## src/rtl/commit_trace_buffer_if.sv

```systemverilog
// Commit-side and drain-side signals of commit_trace_buffer.
// COMMIT_TRACE_TIMESTAMP_EN adds trace_cycle to the drain side.
interface commit_trace_buffer_if #(
  parameter int XLEN      = 32,
  parameter int NUM_PORTS = 2
);
  logic [NUM_PORTS-1:0]      commit_valid;
  logic [NUM_PORTS*XLEN-1:0] commit_pc;
  logic [NUM_PORTS*5-1:0]    commit_rd;
  logic [NUM_PORTS-1:0]      commit_we;
  logic [NUM_PORTS*XLEN-1:0] commit_wdata;

  logic                      trace_valid;
  logic                      trace_ready;
  logic [XLEN-1:0]           trace_pc;
  logic [4:0]                trace_rd;
  logic                      trace_we;
  logic [XLEN-1:0]           trace_wdata;
`ifdef COMMIT_TRACE_TIMESTAMP_EN
  logic [31:0]               trace_cycle;

  modport master (
    output commit_valid, commit_pc, commit_rd, commit_we, commit_wdata, trace_ready,
    input  trace_valid, trace_pc, trace_rd, trace_we, trace_wdata, trace_cycle
  );
  modport slave (
    input  commit_valid, commit_pc, commit_rd, commit_we, commit_wdata, trace_ready,
    output trace_valid, trace_pc, trace_rd, trace_we, trace_wdata, trace_cycle
  );
`else
  modport master (
    output commit_valid, commit_pc, commit_rd, commit_we, commit_wdata, trace_ready,
    input  trace_valid, trace_pc, trace_rd, trace_we, trace_wdata
  );
  modport slave (
    input  commit_valid, commit_pc, commit_rd, commit_we, commit_wdata, trace_ready,
    output trace_valid, trace_pc, trace_rd, trace_we, trace_wdata
  );
`endif
endinterface

```

## src/rtl/commit_trace_buffer.sv

```systemverilog
// Retire-trace capture FIFO with drain port, counters and cycle-limit stop.
// Optional COMMIT_TRACE_TIMESTAMP_EN stamps each entry with cycle_count.

// Per-port qualification and store decision; rank is the number of
// qualifying commits on lower-indexed ports this cycle.
module commit_trace_lane #(
  parameter int XLEN         = 32,
  parameter int FW           = 5,
  parameter int SKIP_ZERO_PC = 1
) (
  input  logic            valid,
  input  logic [XLEN-1:0] pc,
  input  logic            done,
  input  logic [FW-1:0]   rank,
  input  logic [FW-1:0]   space,
  output logic            qual,
  output logic            store
);
  assign qual  = valid && !done && !((SKIP_ZERO_PC != 0) && (pc == '0));
  assign store = qual && (rank < space);
endmodule

module commit_trace_buffer #(
  parameter int XLEN         = 32,
  parameter int NUM_PORTS    = 2,
  parameter int DEPTH        = 16,
  parameter int MAX_CYCLES   = 200,
  parameter int SKIP_ZERO_PC = 1,
  localparam int FW          = $clog2(DEPTH + 1),
  localparam int AW          = $clog2(DEPTH)
) (
  input  logic                   clk,
  input  logic                   reset,
  commit_trace_buffer_if.slave   bus,
  output logic [FW-1:0]          fill_level,
  output logic [31:0]            retire_count,
  output logic [31:0]            drop_count,
  output logic [31:0]            cycle_count,
  output logic                   overflow,
  output logic                   done
);

  typedef struct packed {
`ifdef COMMIT_TRACE_TIMESTAMP_EN
    logic [31:0]     ts;
`endif
    logic [XLEN-1:0] pc;
    logic [4:0]      rd;
    logic            we;
    logic [XLEN-1:0] wdata;
  } entry_t;

  function automatic logic [31:0] sat_add(input logic [31:0] a, input logic [31:0] b);
    logic [32:0] s;
    s = {1'b0, a} + {1'b0, b};
    return s[32] ? 32'hFFFF_FFFF : s[31:0];
  endfunction

  entry_t                      mem [DEPTH];
  entry_t                      wr_ent [NUM_PORTS];
  entry_t                      head;
  logic [AW-1:0]               wr_ptr, rd_ptr;
  logic [NUM_PORTS-1:0]        qual, store;
  logic [NUM_PORTS-1:0][AW-1:0] slot;
  logic [FW-1:0]               rank [NUM_PORTS+1];
  logic [FW-1:0]               space, n_qual, n_store, n_drop;
  logic                        pop;
  logic [31:0]                 cycle_next;

  // Space is fixed at the start of the cycle; a same-cycle pop does not help.
  assign space = FW'(DEPTH) - fill_level;

  always_comb begin
    rank[0] = '0;
    for (int i = 0; i < NUM_PORTS; i++)
      rank[i+1] = rank[i] + FW'(qual[i]);
  end

  assign n_qual  = rank[NUM_PORTS];
  assign n_store = (n_qual < space) ? n_qual : space;
  assign n_drop  = n_qual - n_store;

  genvar g;
  generate
    for (g = 0; g < NUM_PORTS; g++) begin : g_lane
      commit_trace_lane #(
        .XLEN(XLEN), .FW(FW), .SKIP_ZERO_PC(SKIP_ZERO_PC)
      ) u_lane (
        .valid (bus.commit_valid[g]),
        .pc    (bus.commit_pc[g*XLEN +: XLEN]),
        .done  (done),
        .rank  (rank[g]),
        .space (space),
        .qual  (qual[g]),
        .store (store[g])
      );
      // Stored commits occupy consecutive slots in port order.
      assign slot[g] = wr_ptr + rank[g][AW-1:0];
      always_comb begin
        wr_ent[g]       = '0;
`ifdef COMMIT_TRACE_TIMESTAMP_EN
        wr_ent[g].ts    = cycle_count;
`endif
        wr_ent[g].pc    = bus.commit_pc[g*XLEN +: XLEN];
        wr_ent[g].rd    = bus.commit_rd[g*5 +: 5];
        wr_ent[g].we    = bus.commit_we[g];
        wr_ent[g].wdata = bus.commit_wdata[g*XLEN +: XLEN];
      end
    end
  endgenerate

  always_ff @(posedge clk) begin
    for (int i = 0; i < NUM_PORTS; i++)
      if (store[i]) mem[slot[i]] <= wr_ent[i];
  end

  assign head            = mem[rd_ptr];
  assign bus.trace_valid = (fill_level != '0);
  assign bus.trace_pc    = head.pc;
  assign bus.trace_rd    = head.rd;
  assign bus.trace_we    = head.we;
  assign bus.trace_wdata = head.wdata;
`ifdef COMMIT_TRACE_TIMESTAMP_EN
  assign bus.trace_cycle = head.ts;
`endif

  assign pop        = bus.trace_valid && bus.trace_ready;
  assign cycle_next = sat_add(cycle_count, 32'd1);

  always_ff @(posedge clk or negedge reset) begin
    if (!reset) begin
      wr_ptr       <= '0;
      rd_ptr       <= '0;
      fill_level   <= '0;
      retire_count <= '0;
      drop_count   <= '0;
      cycle_count  <= '0;
      overflow     <= 1'b0;
      done         <= 1'b0;
    end else begin
      wr_ptr       <= wr_ptr + AW'(n_store);
      rd_ptr       <= rd_ptr + AW'(pop);
      fill_level   <= fill_level + n_store - FW'(pop);
      cycle_count  <= cycle_next;
      retire_count <= sat_add(retire_count, 32'(n_qual));
      drop_count   <= sat_add(drop_count, 32'(n_drop));
      if (n_drop != '0) overflow <= 1'b1;
      if ((MAX_CYCLES != 0) && (cycle_next == 32'(MAX_CYCLES))) done <= 1'b1;
    end
  end

endmodule

```

## src/flat_wrapper.sv

```systemverilog
// flat-port wrapper written by rule: the top's interface ports become plain ports
module commit_trace_buffer_flat 
#(
  parameter int XLEN         = 32,
  parameter int NUM_PORTS    = 2,
  parameter int DEPTH        = 16,
  parameter int MAX_CYCLES   = 200,
  parameter int SKIP_ZERO_PC = 1,
  localparam int FW          = $clog2(DEPTH + 1),
  localparam int AW          = $clog2(DEPTH)
)
  (clk, reset, fill_level, retire_count, drop_count, cycle_count, overflow, done, bus_commit_valid, bus_commit_pc, bus_commit_rd, bus_commit_we, bus_commit_wdata, bus_trace_ready, bus_trace_valid, bus_trace_pc, bus_trace_rd, bus_trace_we, bus_trace_wdata);
  commit_trace_buffer_if #(.XLEN(XLEN), .NUM_PORTS(NUM_PORTS)) bus_i ();
  input  logic clk;
  input  logic reset;
  output logic [FW-1:0] fill_level;
  output logic [31:0] retire_count;
  output logic [31:0] drop_count;
  output logic [31:0] cycle_count;
  output logic overflow;
  output logic done;
  input wire logic [$bits(bus_i.commit_valid)-1:0] bus_commit_valid;
  input wire logic [$bits(bus_i.commit_pc)-1:0] bus_commit_pc;
  input wire logic [$bits(bus_i.commit_rd)-1:0] bus_commit_rd;
  input wire logic [$bits(bus_i.commit_we)-1:0] bus_commit_we;
  input wire logic [$bits(bus_i.commit_wdata)-1:0] bus_commit_wdata;
  input wire logic [$bits(bus_i.trace_ready)-1:0] bus_trace_ready;
  output wire logic [$bits(bus_i.trace_valid)-1:0] bus_trace_valid;
  output wire logic [$bits(bus_i.trace_pc)-1:0] bus_trace_pc;
  output wire logic [$bits(bus_i.trace_rd)-1:0] bus_trace_rd;
  output wire logic [$bits(bus_i.trace_we)-1:0] bus_trace_we;
  output wire logic [$bits(bus_i.trace_wdata)-1:0] bus_trace_wdata;
  assign bus_i.commit_valid = bus_commit_valid;
  assign bus_i.commit_pc = bus_commit_pc;
  assign bus_i.commit_rd = bus_commit_rd;
  assign bus_i.commit_we = bus_commit_we;
  assign bus_i.commit_wdata = bus_commit_wdata;
  assign bus_i.trace_ready = bus_trace_ready;
  assign bus_trace_valid = bus_i.trace_valid;
  assign bus_trace_pc = bus_i.trace_pc;
  assign bus_trace_rd = bus_i.trace_rd;
  assign bus_trace_we = bus_i.trace_we;
  assign bus_trace_wdata = bus_i.trace_wdata;
  commit_trace_buffer #(.XLEN(XLEN), .NUM_PORTS(NUM_PORTS), .DEPTH(DEPTH), .MAX_CYCLES(MAX_CYCLES), .SKIP_ZERO_PC(SKIP_ZERO_PC)) u_core (.clk(clk), .reset(reset), .bus(bus_i), .fill_level(fill_level), .retire_count(retire_count), .drop_count(drop_count), .cycle_count(cycle_count), .overflow(overflow), .done(done));
endmodule
```

## config.mk

```make
export PLATFORM = sky130hd
export DESIGN_NAME = commit_trace_buffer_flat
export DESIGN_NICKNAME = d
export VERILOG_FILES = /design/src/rtl/commit_trace_buffer_if.sv /design/src/rtl/commit_trace_buffer.sv /design/src/flat_wrapper.sv
export SDC_FILE = /design/constraint.sdc
export NUM_CORES = 2
export LEC_CHECK = 0
export CAP_MARGIN = 0
export CORE_UTILIZATION = 60
export CTS_CLUSTER_DIAMETER = 30
export DETAILED_ROUTE_END_ITERATION = 16
export PLACE_DENSITY_LB_ADDON = 0.1
export SLEW_MARGIN = 20
export SYNTH_ARGS = -nofsm -noshare
export SYNTH_HDL_FRONTEND = slang
export SYNTH_SLANG_ARGS = --single-unit
```

## constraint.sdc

```tcl
create_clock -name clk -period 10.6 [get_ports clk]
set_input_delay 2.12 -clock clk [delete_from_list [all_inputs] [get_ports clk]]
set_output_delay 2.12 -clock clk [all_outputs]
set_load 0.01 [all_outputs]
```

==> out/results.md <==
• **run status** finished, final reports clean
• **number of antenna violations at the first check in global routing** 22
• **worst-margin pin slew** 1.18 ns
• **netlist area before placement** 0.0636 sq mm
• **flop-to-flop setup slack** 5.28 ns
• **Synth Area in Adders** 0.728%
• **vias in the first global route** 41300
• **IR drop worst, VDD** 0.269 mV
• **share of the synthesized area in compound gates (AO/OA/AOI/OAI)** 4.37%
• **final hold viol count** 0
• **clock root cell** sky130_fd_sc_hd__clkbuf_16
• **data arrival time of the critical path** 8.89 ns
• **share of synthesized flip-flops with an asynchronous set or reset** 9.02%
• **static leakage power** 26.6 nW
• **CTS tree** done
• **EDFF count, synth** 1120
• **minimum hold slack** 0.502 ns
• **layout cell share with drive strength beyond 1** 39.3%
• **Die Outline Area** 0.107 sq mm
• **critical path type** input port to flop
• **critical path capture point type** flop
• **number of buffers inserted by port buffering** 318
• **cells taking the most area after synthesis** sky130_fd_sc_hd__edfxtp_1, sky130_fd_sc_hd__mux2_2, sky130_fd_sc_hd__mux4_2, sky130_fd_sc_hd__dfrtp_1, sky130_fd_sc_hd__mux2i_1
• **worst clock skew on the final layout** 0.0385 ns
• **maximum fanout along the worst path** 21
• **summed negative setup slack over all endpoints** 0 ns
• **minimum clock period after layout** 8.16 ns
• **post-CTS setup buffers** 0
• **Placeable Area** 0.105 sq mm
• **depth of the most critical reg-to-reg path** 20
• **Post-Syn Area per Cell** 15.2 sq um
• **number of instances in the synthesized netlist** 4172
• **register bit total from synthesis** 1231
• **clock sink total** 1231
• **total of cells resized after clock tree synthesis** 0
• **Congestion Overflow GR** 0
• **first-pass iteration count of the detailed router** 8
• **startpoint of the lowest-slack register-to-register path** u_core.done$_DFFE_PN0N_
• **class of the tightest hold or removal check** flop to flop
• **headroom to the max-slew limit** 21.0%
• **half-perimeter wire length after placement** 93400 microns
• **die height** 327 microns
• **Clk pin slew, worst setup/hold paths** 0.05 ns
• **worst endpoint required time** 11.33 ns
• **Final setup violation count** 0
• **detailed router's first-iteration violation count** 4349
• **maximum level of the CTS H-tree** 5
• **remaining number of nets flagged by the antenna check after routing** 0
• **commonest cells after routing, fill and taps aside** sky130_fd_sc_hd__mux2_2, sky130_fd_sc_hd__edfxtp_1, sky130_fd_sc_hd__clkdlybuf4s50_1
• **routability-driven placement congestion ratio** 0.873
• **maximum number of pins on one net before global-route repair** 130
• **cts hold-fix bufs** 0
• **source-to-sink clock delay at the later pin of the worst-skew pair** 0.86 ns
• **post-synth top area cell** sky130_fd_sc_hd__edfxtp_1
• **max cap viols** 0
• **multiplexer share of the synthesized area** 29.7%
• **setup repair after global routing missed its margin** false
• **Pins Over Slew Limit** 0
• **maximum buffer depth of the clock tree** 4
• **Simple-Gate Fraction of Synth Area** 3.48%
• **Unique masters post-synth** 75
• **commonest non-fill, non-tap cell in the layout** sky130_fd_sc_hd__mux2_2
• **count of nets after finishing** 4636
• **Horiz. Die Dim** 327 microns
• **Initial Util** 60.5%
• **Detailed Route WL** 187000 microns
• **All-Layer GR Usage** 34.7%
• **number of buffers added by the clock tree synthesis step** 280
• **via total after detailed routing** 40500
• **post-route fraction of the period consumed by the critical path** 77.0%
• **average via count per standard cell** 6.68
• **largest family of logic cells by synthesized area** multiplexers
• **startpoint of the worst hold path** u_core.overflow$_DFFE_PN0P_
• **terminus of the critical flop-to-flop path** u_core.drop_count[27]$_DFF_PN0_
• **sequential area share after synthesis** 57.3%
• **number of remaining DRC errors** 0
• **area growth from synthesis to layout** 20.3%
• **type of origin of the critical path** input port
• **share of the synthesized area in the top cell type** 52.9%
• **Routed WL per cell** 30.9 microns
• **YS warnings** 0
• **cell area power density** 295 mW/mm^2
• **Pwr Total** 0.0226 W
• **io pins** 319
• **first-pass GRT wire length** 273000 microns
• **highest clock frequency the design can meet** 0.122 GHz
• **most used flip-flop cell after synthesis** sky130_fd_sc_hd__edfxtp_1
• **number of cells on the worst hold path** 1
• **Post-Synth XOR/XNOR Area** 1.02%
• **count of standard-cell rows** 119
• **Worst Hold End** u_core.overflow$_DFFE_PN0P_
==> kinds of logic (layout without fill, tap and decap cells) <==
group                      count (synthesis)  in the layout
other                                      2             19
AOI/OAI and AO/OA                        437            437
DFF                                     1231           1231
xor gates and xnor gates                  74             74
buffers and inverters                    425            899
muxes                                   1556           1556
and+or+nand+nor                          413            413
adders and majority gates                 34             34
==> power breakdown <==
group | internal (W) | total [W] | switching, W
Clock | 0.00553 | 0.00811 | 0.00258
Combinational | 0.00306 | 0.00748 | 0.00442
Sequential | 0.00659 | 0.00700 | 0.000413
==> routing by layer <==
metal	global-route usage [%]	vias to the layer above	routed length (microns)	part of all wire (%)
met5	0	-	61	0.033
met4	13.9	10	6080	3.3
met3	6.69	428	16400	8.8
met2	55.9	2210	90800	49
met1	46.6	20800	73600	39
li1	-	17100	-	-
==> sequential cells by signal, summed over array words and instances, names as in the netlist <==
signal,cells
u_core.drop_count,32
u_core.wr_ptr,4
u_core.cycle_count,32
u_core.overflow,1
u_core.done,1
u_core.fill_level,5
u_core.mem,1120
u_core.rd_ptr,4
u_core.retire_count,32
==> per-stage QoR <==
stage | cells | setup WS, ns | instance area (sq um) | util (%)
floorplan | 4173 | 1.99 | 63600 | -
global route | 6050 | 2.16 | 76400 | 72.7
finish | 6054 | 2.44 | 76400 | 72.7
detailed placement | 5566 | 1.71 | 67600 | 64.3
global placement | 5566 | 1.79 | 67600 | 64.3
CTS | 6038 | 2.58 | 76400 | 72.7
==> how the worst max path moves through the flow <==
stage                     slack [ns]  cells past startpoint                              end               from
final                           2.44                     23  u_core.drop_count[27]$_DFF_PN0_  bus_commit_pc[32]
after global routing            2.16                     23  u_core.drop_count[27]$_DFF_PN0_  bus_commit_pc[32]
after CTS                       2.58                     23  u_core.drop_count[27]$_DFF_PN0_  bus_commit_pc[32]
after detailed placement        1.71                     23  u_core.drop_count[27]$_DFF_PN0_  bus_commit_pc[32]
after global placement          1.79                     23  u_core.drop_count[29]$_DFF_PN0_  bus_commit_pc[32]
after floorplan                 1.99                      6       u_core.mem[3][0]$_DFFE_PP_  bus_commit_pc[29]
==> final cells by class <==
cell class                 instances  area (sq um)
sequential                      1231         36400
fill                            6808         28700
multi-input combinational       2517         25300
clock buffer                     328          7300
timing repair buffer             395          4020
tap                             1391          1740
clock inverter                   144          1500
inverter                          32           120
antenna                           16          40.0
==> synthesized netlist by cell type, types with 16 or more instances <==
cell                       count
sky130_fd_sc_hd__and3_1       20
sky130_fd_sc_hd__nand4_1      23
sky130_fd_sc_hd__nor2_1       25
sky130_fd_sc_hd__ha_1         29
sky130_fd_sc_hd__mux2i_1     214
sky130_fd_sc_hd__inv_1        32
sky130_fd_sc_hd__nor4_1       28
sky130_fd_sc_hd__buf_6        61
sky130_fd_sc_hd__a22oi_1      70
sky130_fd_sc_hd__a221oi_1     70
sky130_fd_sc_hd__buf_2        71
sky130_fd_sc_hd__dfrtp_1     111
sky130_fd_sc_hd__mux4_2      140
sky130_fd_sc_hd__edfxtp_1   1120
sky130_fd_sc_hd__mux2_2     1148
sky130_fd_sc_hd__buf_1        21
sky130_fd_sc_hd__a21oi_1      88
sky130_fd_sc_hd__xnor2_1      33
sky130_fd_sc_hd__mux2_1       41
sky130_fd_sc_hd__nand3_1      40
sky130_fd_sc_hd__o21ai_0     159
sky130_fd_sc_hd__xor2_1       41
sky130_fd_sc_hd__nand2b_1     16
sky130_fd_sc_hd__nand2_1     178
sky130_fd_sc_hd__clkbuf_1    235
==> critical path, stage by stage <==
cell	delay (ns)
sky130_fd_sc_hd__clkdlybuf4s50_1	0.70
sky130_fd_sc_hd__nor4_1	0.87
sky130_fd_sc_hd__nand4_1	0.44
sky130_fd_sc_hd__o211a_1	0.49
sky130_fd_sc_hd__ha_1	0.35
sky130_fd_sc_hd__ha_1	0.30
sky130_fd_sc_hd__o21ai_0	0.07
sky130_fd_sc_hd__a21oi_1	0.33
sky130_fd_sc_hd__nand2_1	0.08
sky130_fd_sc_hd__o21ai_0	0.17
sky130_fd_sc_hd__ha_1	0.23
sky130_fd_sc_hd__inv_1	0.07
sky130_fd_sc_hd__fa_1	0.54
sky130_fd_sc_hd__fa_1	0.43
sky130_fd_sc_hd__a21oi_1	0.17
sky130_fd_sc_hd__o21bai_1	0.11
sky130_fd_sc_hd__a21oi_1	0.29
sky130_fd_sc_hd__nor3_2	0.08
sky130_fd_sc_hd__buf_4	0.19
sky130_fd_sc_hd__nand3_1	0.21
sky130_fd_sc_hd__buf_4	0.31
sky130_fd_sc_hd__nand2_1	0.08
sky130_fd_sc_hd__mux2_2	0.26
Power figures use the tool's default switching activity.
